$ cat config.mk
export PLATFORM = sky130hd
export DESIGN_NAME = clk_period_monitor_flat
export DESIGN_NICKNAME = d
export VERILOG_FILES = /design/src/rtl/clk_period_monitor_if.sv /design/src/rtl/clk_period_monitor.sv /design/src/flat_wrapper.sv
export SDC_FILE = /design/constraint.sdc
export NUM_CORES = 1
export LEC_CHECK = 0
export CELL_PAD_IN_SITES_DETAIL_PLACEMENT = 1
export CELL_PAD_IN_SITES_GLOBAL_PLACEMENT = 2
export CORE_UTILIZATION = 33
export CTS_BUF_LIST = sky130_fd_sc_hd__clkbuf_16
export CTS_CLUSTER_DIAMETER = 150
export DETAILED_ROUTE_END_ITERATION = 10
export MAX_ROUTING_LAYER = met4
export PLACE_DENSITY_LB_ADDON = 0.05
export SLEW_MARGIN = 20
export SYNTH_ARGS = -nofsm -noshare
export SYNTH_HDL_FRONTEND = slang
export SYNTH_SLANG_ARGS = --single-unit
$ cat constraint.sdc
create_clock -name clkIn -period 2.5 [get_ports clkIn]
set_input_delay 0.625 -clock clkIn [delete_from_list [all_inputs] [get_ports clkIn]]
set_output_delay 0.625 -clock clkIn [all_outputs]
set_load 0.05 [all_outputs]
$ cat src/rtl/clk_period_monitor_if.sv
// -----------------------------------------------------------------------------
// clk_period_monitor_if
//
// Purpose:
//   Groups the result signals of clk_period_monitor into one bundle, so that
//   downstream logic can take the edge ticks and the period status through a
//   single port.
//
// Parameters:
//   CNT_W           width of periodOut; must match the monitor's CNT_W
//
// Signals (all synchronous to the monitor's clkIn):
//   riseOut         one-cycle tick per detected rising edge of the signal
//   fallOut         one-cycle tick per detected falling edge of the signal
//   periodOut       last measured rising-to-rising period, in clkIn cycles
//   periodValidOut  one-cycle pulse when periodOut updates
//   stableOut       the last two measured periods were equal
//   lostOut         high while the monitored signal is considered lost
//
// Modports:
//   master          the monitor, which drives every signal
//   slave           a consumer, which reads every signal
// -----------------------------------------------------------------------------
interface clk_period_monitor_if #(
    parameter int CNT_W = 16
);

    logic             riseOut;
    logic             fallOut;
    logic [CNT_W-1:0] periodOut;
    logic             periodValidOut;
    logic             stableOut;
    logic             lostOut;

    modport master (
        output riseOut,
        output fallOut,
        output periodOut,
        output periodValidOut,
        output stableOut,
        output lostOut
    );

    modport slave (
        input  riseOut,
        input  fallOut,
        input  periodOut,
        input  periodValidOut,
        input  stableOut,
        input  lostOut
    );

endinterface : clk_period_monitor_if

$ cat src/rtl/clk_period_monitor.sv
// -----------------------------------------------------------------------------
// clk_period_monitor
//
// Purpose:
//   Watches a slow periodic signal (typically the output of the clock
//   divider) from inside the fast clkIn domain. The signal is sampled, turned
//   into one-cycle rise/fall ticks that downstream logic uses as clock
//   enables, and its rising-edge period is measured in clkIn cycles. The
//   block also reports when two consecutive periods match and when no rising
//   edge has arrived for TIMEOUT cycles.
//
// Configuration macro:
//   CLK_MON_SYNC_EN  defined     : sigIn passes through a two-flop
//                                  synchronizer; use for asynchronous inputs.
//                    not defined : sigIn is sampled by one register; use only
//                                  for signals generated in the clkIn domain.
//                                  Edge latency is one cycle shorter.
//
// Parameters:
//   CNT_W    width of the period counter and periodOut
//   TIMEOUT  clkIn cycles without a rising edge before loss is declared;
//            legal range 2 .. 2**CNT_W-1
//
// Ports:
//   clkIn    single clock, all logic on its rising edge
//   rstIn    synchronous, active-high reset
//   enIn     block enable; low forces the FSM to IDLE and gates the ticks
//   sigIn    monitored signal
//   mon      result bundle (master side): riseOut, fallOut, periodOut,
//            periodValidOut, stableOut, lostOut
//
// Latency (counted from the first clkIn edge that samples a new sigIn level):
//   riseOut/fallOut are high in the cycle after the 3rd edge with the
//   synchronizer and after the 2nd edge without it. periodOut,
//   periodValidOut and stableOut update in the same cycle as riseOut.
// -----------------------------------------------------------------------------
module clk_period_monitor #(
    parameter int CNT_W   = 16,
    parameter int TIMEOUT = 1000
) (
    input  logic                 clkIn,
    input  logic                 rstIn,
    input  logic                 enIn,
    input  logic                 sigIn,
    clk_period_monitor_if.master mon
);

    // -------------------------------------------------------------------------
    // Types and constants
    // -------------------------------------------------------------------------
    typedef enum logic [1:0] {
        IDLE       = 2'd0,
        WAIT_FIRST = 2'd1,
        MEASURE    = 2'd2,
        LOST       = 2'd3
    } stateT;

    // What the period counter does on the next edge.
    typedef enum logic [1:0] {
        CNT_HOLD  = 2'd0,
        CNT_CLEAR = 2'd1,
        CNT_LOAD1 = 2'd2,
        CNT_INC   = 2'd3
    } cntOpT;

    localparam logic [CNT_W-1:0] TIMEOUT_C = CNT_W'(TIMEOUT);
    localparam logic [CNT_W-1:0] ONE_C     = CNT_W'(1);

    // -------------------------------------------------------------------------
    // Input path: sample stage(s) feeding s, then the history register h.
    // These run whenever reset is low, independent of enIn, so enabling the
    // block while sigIn is steady cannot fabricate an edge.
    // -------------------------------------------------------------------------
    logic sampleS;   // s: last sample stage
    logic histQ;     // h: previous value of s

`ifdef CLK_MON_SYNC_EN
    logic sync1Q;
    logic sync2Q;

    always_ff @(posedge clkIn) begin
        // NOTE: sequential state is always written with non-blocking
        // assignments so every flop samples the pre-edge value of its source;
        // with blocking '=' sync2Q would copy sigIn in a single edge and the
        // synchronizer would collapse to one stage.
        if (rstIn) begin
            sync1Q <= 1'b0;
            sync2Q <= 1'b0;
        end else begin
            sync1Q <= sigIn;
            sync2Q <= sync1Q;
        end
    end

    assign sampleS = sync2Q;
`else
    logic sampleQ;

    always_ff @(posedge clkIn) begin
        // NOTE: sequential state is always written with non-blocking
        // assignments so every flop samples the pre-edge value of its source,
        // regardless of the order the blocks are evaluated in.
        if (rstIn) begin
            sampleQ <= 1'b0;
        end else begin
            sampleQ <= sigIn;
        end
    end

    assign sampleS = sampleQ;
`endif

    // The history register is cleared by reset, so a sigIn that is already
    // high at reset release yields exactly one rise after the normal latency.
    always_ff @(posedge clkIn) begin
        if (rstIn) begin
            histQ <= 1'b0;
        end else begin
            histQ <= sampleS;
        end
    end

    logic riseC;
    logic fallC;
    logic riseEv;    // rise as seen by the FSM (already gated by enIn)
    logic fallEv;

    assign riseC  = sampleS & ~histQ;
    assign fallC  = ~sampleS & histQ;
    assign riseEv = riseC & enIn;
    assign fallEv = fallC & enIn;

    // -------------------------------------------------------------------------
    // Datapath registers
    // -------------------------------------------------------------------------
    stateT            stateQ;
    stateT            stateNext;
    logic [CNT_W-1:0] cntQ;
    logic [CNT_W-1:0] periodQ;
    logic             periodValidQ;
    logic             stableQ;
    logic             havePeriodQ;   // a period was reported since MEASURE entry
    logic             riseQ;
    logic             fallQ;

    logic             cntAtLimit;

    // The counter stops at TIMEOUT (the FSM leaves for LOST or reloads on a
    // rise), so it never wraps and TIMEOUT itself is a reportable period.
    assign cntAtLimit = (cntQ == TIMEOUT_C);

    // -------------------------------------------------------------------------
    // FSM process 1: state register
    // -------------------------------------------------------------------------
    always_ff @(posedge clkIn) begin
        if (rstIn) begin
            stateQ <= IDLE;
        end else begin
            stateQ <= stateNext;
        end
    end

    // -------------------------------------------------------------------------
    // FSM process 2: next-state logic
    // A rise in the same cycle as cntAtLimit wins, so a period of exactly
    // TIMEOUT is reported instead of being treated as loss.
    // -------------------------------------------------------------------------
    always_comb begin
        // NOTE: every variable assigned in a combinational block gets a
        // default first; any path that leaves it unassigned would otherwise
        // infer a latch.
        stateNext = stateQ;

        if (!enIn) begin
            stateNext = IDLE;
        end else begin
            unique case (stateQ)
                IDLE: begin
                    stateNext = WAIT_FIRST;
                end
                WAIT_FIRST: begin
                    if (riseEv) begin
                        stateNext = MEASURE;
                    end else if (cntAtLimit) begin
                        stateNext = LOST;
                    end
                end
                MEASURE: begin
                    if (!riseEv && cntAtLimit) begin
                        stateNext = LOST;
                    end
                end
                LOST: begin
                    if (riseEv) begin
                        stateNext = MEASURE;
                    end
                end
                default: begin
                    stateNext = IDLE;
                end
            endcase
        end
    end

    // -------------------------------------------------------------------------
    // FSM process 3: output / datapath-control logic
    //   cntOp         counter action for this edge
    //   reportPeriod  capture cntQ into periodOut and pulse periodValidOut
    //   enterMeasure  MEASURE is entered from WAIT_FIRST or LOST
    //   clearStable   entering LOST or IDLE
    // -------------------------------------------------------------------------
    cntOpT cntOp;
    logic  reportPeriod;
    logic  enterMeasure;
    logic  clearStable;

    always_comb begin
        cntOp        = CNT_HOLD;
        reportPeriod = 1'b0;
        enterMeasure = 1'b0;
        clearStable  = 1'b0;

        if (!enIn) begin
            cntOp       = CNT_CLEAR;
            clearStable = 1'b1;
        end else begin
            unique case (stateQ)
                IDLE: begin
                    cntOp = CNT_CLEAR;
                end
                WAIT_FIRST: begin
                    if (riseEv) begin
                        cntOp        = CNT_LOAD1;
                        enterMeasure = 1'b1;
                    end else if (cntAtLimit) begin
                        clearStable = 1'b1;
                    end else begin
                        cntOp = CNT_INC;
                    end
                end
                MEASURE: begin
                    if (riseEv) begin
                        cntOp        = CNT_LOAD1;
                        reportPeriod = 1'b1;
                    end else if (cntAtLimit) begin
                        clearStable = 1'b1;
                    end else begin
                        cntOp = CNT_INC;
                    end
                end
                LOST: begin
                    // The edge that ends LOST restarts measurement but carries
                    // no period: the gap before it is unknown.
                    if (riseEv) begin
                        cntOp        = CNT_LOAD1;
                        enterMeasure = 1'b1;
                    end
                end
                default: begin
                    cntOp = CNT_CLEAR;
                end
            endcase
        end
    end

    // -------------------------------------------------------------------------
    // Counter, period capture, stability flag and edge ticks
    // -------------------------------------------------------------------------
    always_ff @(posedge clkIn) begin
        if (rstIn) begin
            cntQ         <= '0;
            periodQ      <= '0;
            periodValidQ <= 1'b0;
            stableQ      <= 1'b0;
            havePeriodQ  <= 1'b0;
            riseQ        <= 1'b0;
            fallQ        <= 1'b0;
        end else begin
            riseQ        <= riseEv;
            fallQ        <= fallEv;
            periodValidQ <= reportPeriod;

            unique case (cntOp)
                CNT_CLEAR: cntQ <= '0;
                CNT_LOAD1: cntQ <= ONE_C;
                CNT_INC:   cntQ <= cntQ + ONE_C;
                default:   cntQ <= cntQ;
            endcase

            if (reportPeriod) begin
                periodQ     <= cntQ;
                // Only a period measured in the same MEASURE run may be used
                // as the reference; an older periodOut may be stale.
                stableQ     <= havePeriodQ && (cntQ == periodQ);
                havePeriodQ <= 1'b1;
            end else if (clearStable) begin
                stableQ <= 1'b0;
            end

            if (enterMeasure) begin
                havePeriodQ <= 1'b0;
            end
        end
    end

    // -------------------------------------------------------------------------
    // Result bundle
    // -------------------------------------------------------------------------
    assign mon.riseOut        = riseQ;
    assign mon.fallOut        = fallQ;
    assign mon.periodOut      = periodQ;
    assign mon.periodValidOut = periodValidQ;
    assign mon.stableOut      = stableQ;
    assign mon.lostOut        = (stateQ == LOST);

endmodule : clk_period_monitor

$ cat src/flat_wrapper.sv
// flat-port wrapper written by rule: the top's interface ports become plain ports
module clk_period_monitor_flat 
#(
    parameter int CNT_W   = 16,
    parameter int TIMEOUT = 1000
)
  (clkIn, rstIn, enIn, sigIn, mon_riseOut, mon_fallOut, mon_periodOut, mon_periodValidOut, mon_stableOut, mon_lostOut);
  clk_period_monitor_if #(.CNT_W(CNT_W)) mon_i ();
  input  logic clkIn;
  input  logic rstIn;
  input  logic enIn;
  input  logic sigIn;
  output wire logic [$bits(mon_i.riseOut)-1:0] mon_riseOut;
  output wire logic [$bits(mon_i.fallOut)-1:0] mon_fallOut;
  output wire logic [$bits(mon_i.periodOut)-1:0] mon_periodOut;
  output wire logic [$bits(mon_i.periodValidOut)-1:0] mon_periodValidOut;
  output wire logic [$bits(mon_i.stableOut)-1:0] mon_stableOut;
  output wire logic [$bits(mon_i.lostOut)-1:0] mon_lostOut;
  assign mon_riseOut = mon_i.riseOut;
  assign mon_fallOut = mon_i.fallOut;
  assign mon_periodOut = mon_i.periodOut;
  assign mon_periodValidOut = mon_i.periodValidOut;
  assign mon_stableOut = mon_i.stableOut;
  assign mon_lostOut = mon_i.lostOut;
  clk_period_monitor #(.CNT_W(CNT_W), .TIMEOUT(TIMEOUT)) u_core (.clkIn(clkIn), .rstIn(rstIn), .enIn(enIn), .sigIn(sigIn), .mon(mon_i));
endmodule
==> run_results.csv <==
group,metric,value,unit
route,vias,1830,
logic_synthesis,synth.top_cell.area_share,39.1,%
layout,final_core_util,43.4,%
setup_path,path_depth,1,
clock_tree,numCtsBuffers,5,
global_routing,groute.usage.overall,18.7,%
layout,num_antenna_cells,0,
timing,hold_violations,0,
logic_synthesis,synthCells,254,
route,detail-route-antenna-nets,0,
setup_path,cp_max_fo,3,
timing,slew_violations,0,
setup_path,max_stage_delay,0.83,ns
timing,finalClockSkew,0.00513,ns
setup_path,path_delay_family,"buffers and inverters",
setup_path,reg2regPathDepth,7,
setup_path,reg2reg_from,"u_core.cntQ[1]$_SDFFE_PP0P_",
clock_tree,hold_buffers,0,
route,drtPass1Iterations,4,
clock_tree,cts_tree,"built",
clock_tree,clock_sinks,41,
die,die_w,81.7,um
setup_path,cp_num_buf_inv,1,
setup_path,worstPathCellList,"clkdlybuf4s50_1",
global_routing,grt_max_degree,23,
logic_synthesis,synth_flop_cell,"dfxtp_1",
power_and_ir_drop,power_density,654,mW/mm^2
logic_synthesis,syn_nets,264,
clock_tree,cts_resized,0,
global_routing,grt_pass1_wl,9070,um
status,status,"finished clean",
clock_tree,cts_root_buf,"clkbuf_16",
logic_synthesis,yosysWarnings,0,
die,std_cell_rows,28,
setup_path,cp-end-kind,"primary output",
timing,tightest_slew,0.521,ns
logic_synthesis,syn_avg_cell_area,8.26,um^2
die,die_area,0.00668,mm^2
route,drtIter0Drc,28,
layout,final_cell_area,0.00261,mm^2
die,initial_core_util,34.8,%
clock_tree,htree_levels,2,
logic_synthesis,synth_top_cells_by_area,"dfxtp_1, nand2_1, a21oi_1, xor2_1, ha_1",
clock_tree,cts_buffer_depth,2,
setup_path,rr_endpoint,"u_core.cntQ[11]$_SDFFE_PP0P_",
setup_path,startpoint,"u_core.mon.periodOut[10]$_SDFFE_PP0P_",
clock_tree,clkTransAtPathRegs,0.06,ns
global_routing,antenna_found_initial,0,
layout,multiInputGateArea,0.00114,mm^2
timing,fin_tns_setup,0,ns
timing,rsz0062_at_grt,"no",
route,finalWirelength,5590,um
placed_design,hpwl,4060,um
logic_synthesis,ys_seq_elements,41,
timing,layout_worst_path_cycle_share,84.3,%
clock_tree,clock_latency,0.28,ns
logic_synthesis,yosys.area.top_type,"dfxtp_1",
power_and_ir_drop,peakVddDrop,0.241,mV
die,io_pins,25,
timing,hold_slack,0.480,ns
setup_path,slowest_stage,"clkdlybuf4s50_1",
placed_design,place_area,0.00242,mm^2
timing,min_period,2.11,ns
global_routing,grt_pass1_vias,1775,
flow_run,cap_violations,0,
setup_path,worstPathArrival,1.48,ns
setup_path,r2r_setup_slack,0.46,ns
setup_path,crit_type,"flip-flop to primary output",
layout,drive_gt1_share,10.3,%
logic_synthesis,netlist_area,0.00210,mm^2
setup_path,crit_end,"mon_periodOut[10]",
setup_path,cp-start-kind,"flip-flop",
placed_design,portBuffers,24,
layout,regArea,821,um^2
logic_synthesis,yosysSeqAreaShare,39.1,%
global_routing,grt_overflow,0,
placed_design,gp_congestion,0.778,
die,core_region_area,0.00603,mm^2
route,vias_per_cell,5.13,
layout,final_nets,291,
hold_path,hold_path_class,"flip-flop to flip-flop",
logic_synthesis,async_flop_share,0,%
route,wl_per_cell,15.6,um
setup_path,required,1.88,ns
timing,fmax,0.474,GHz
die,dieHeight,81.7,um
timing,relSlewSlack,65.2,%
timing,setup_viol,0,
clock_tree,postCtsSetupBuffers,0,
layout,fill_cells,731,
logic_synthesis,synth_enable_flop_cells,0,
logic_synthesis,synth.distinct_cells,49,
route,drc_errors,0,
layout,synthToLayoutAreaGrowth,24.6,%
power_and_ir_drop,p_leak,1.00,nW
cells in the mapped netlist (all sizes together) (2+ instances only):
| cell | number |
|---|---|
| and4 | 2 |
| buf | 11 |
| nor4 | 3 |
| a211oi | 3 |
| inv | 12 |
| o21ai | 11 |
| nand2 | 42 |
| or3 | 4 |
| nand2b | 2 |
| dfxtp | 41 |
| nor2 | 13 |
| a21oi | 31 |
| clkbuf | 3 |
| or2 | 2 |
| and3 | 2 |
| xor2 | 15 |
| nor3 | 6 |
| nor2b | 2 |
| ha | 6 |
| nand3 | 12 |
| nand4 | 7 |
| mux2i | 4 |
per-stage QoR:
stage | setup WS [ns] | total power [mW] | std cells
final | 0.392 | 1.71 | 357
after global placement | 0.237 | 0.890 | 349
after global routing | 0.355 | 1.78 | 357
after detailed placement | 0.232 | 0.892 | 349
after CTS | 0.375 | 1.73 | 357
after floorplan | 0.630 | 0.839 | 254
layout by cell type, fill, tap and decap left out, types with 2 or more instances in the layout:
| cell type | Yosys | final |
|---|---|---|
| nand4_1 | 7 | 7 |
| and3_1 | 2 | 2 |
| bufinv_16 | 0 | 2 |
| clkdlybuf4s50_1 | 0 | 23 |
| nor3_1 | 6 | 6 |
| clkbuf_16 | 0 | 5 |
| or3_1 | 4 | 4 |
| inv_1 | 12 | 12 |
| buf_4 | 1 | 10 |
| a211oi_1 | 3 | 3 |
| a21oi_1 | 31 | 31 |
| nor2b_1 | 2 | 2 |
| nand2_1 | 42 | 42 |
| nand2b_1 | 2 | 2 |
| dfxtp_1 | 41 | 41 |
| nand3_1 | 12 | 12 |
| o21ai_1 | 7 | 7 |
| mux2i_1 | 4 | 4 |
| ha_1 | 6 | 6 |
| nor2_1 | 12 | 12 |
| xor2_1 | 15 | 15 |
| nor4_1 | 3 | 3 |
| o21ai_2 | 3 | 3 |
power by group:
part	internal, mW	leakage [nW]	total (mW)	switching [mW]
clock network	0.570	0.0938	0.834	0.264
registers	0.665	0.331	0.678	0.0130
logic	0.0766	0.575	0.198	0.121
flip-flops by register name, summed over array words and instances (netlist names):
name                       count
u_core.cntQ                   16
u_core.havePeriodQ             1
u_core.histQ                   1
u_core.mon.fallOut             1
u_core.mon.periodOut          16
u_core.mon.periodValidOut      1
u_core.mon.riseOut             1
u_core.mon.stableOut           1
u_core.sampleQ                 1
u_core.stateQ                  2
cell families after synthesis:
| logic type | synth area share [%] |
|---|---|
| compound gates | 17.2 |
| xor+xnor | 6.68 |
| fa+ha+maj | 3.58 |
| buf+inv | 6.62 |
| flops | 39.1 |
| mux | 1.91 |
| simple gates | 24.9 |
cell type report:
type / instances / area share [%]
Multi-Input combinational cell: 187 / 43.6
Clock inverter: 3 / 2.49
Sequential cell: 41 / 31.4
Timing Repair Buffer: 34 / 12.4
Clock buffer: 5 / 4.79
Inverter: 12 / 1.72
Tap cell: 75 / 3.59
how the worst min path moves through the flow:
| stage | cells past startpoint | from | to |
|---|---|---|---|
| after detailed placement | 2 | u_core.mon.stableOut$_SDFFE_PP0P_ | u_core.mon.stableOut$_SDFFE_PP0P_ |
| after floorplan | 1 | u_core.sampleQ$_SDFF_PP0_ | u_core.mon.fallOut$_SDFF_PP0_ |
| final | 2 | u_core.mon.stableOut$_SDFFE_PP0P_ | u_core.mon.stableOut$_SDFFE_PP0P_ |
| after global placement | 2 | u_core.mon.stableOut$_SDFFE_PP0P_ | u_core.mon.stableOut$_SDFFE_PP0P_ |
| after global routing | 2 | u_core.mon.periodOut[8]$_SDFFE_PP0P_ | u_core.mon.periodOut[8]$_SDFFE_PP0P_ |
| after CTS | 2 | u_core.mon.stableOut$_SDFFE_PP0P_ | u_core.mon.stableOut$_SDFFE_PP0P_ |
layer usage:
layer | wire, um | track usage [%]
met5 | 0 | -
met4 | 42 | 3.68
met1 | 2880 | 24.0
met3 | 129 | 3.67
met2 | 2530 | 30.3
No activity file was read; power rests on OpenSTA's default activity.
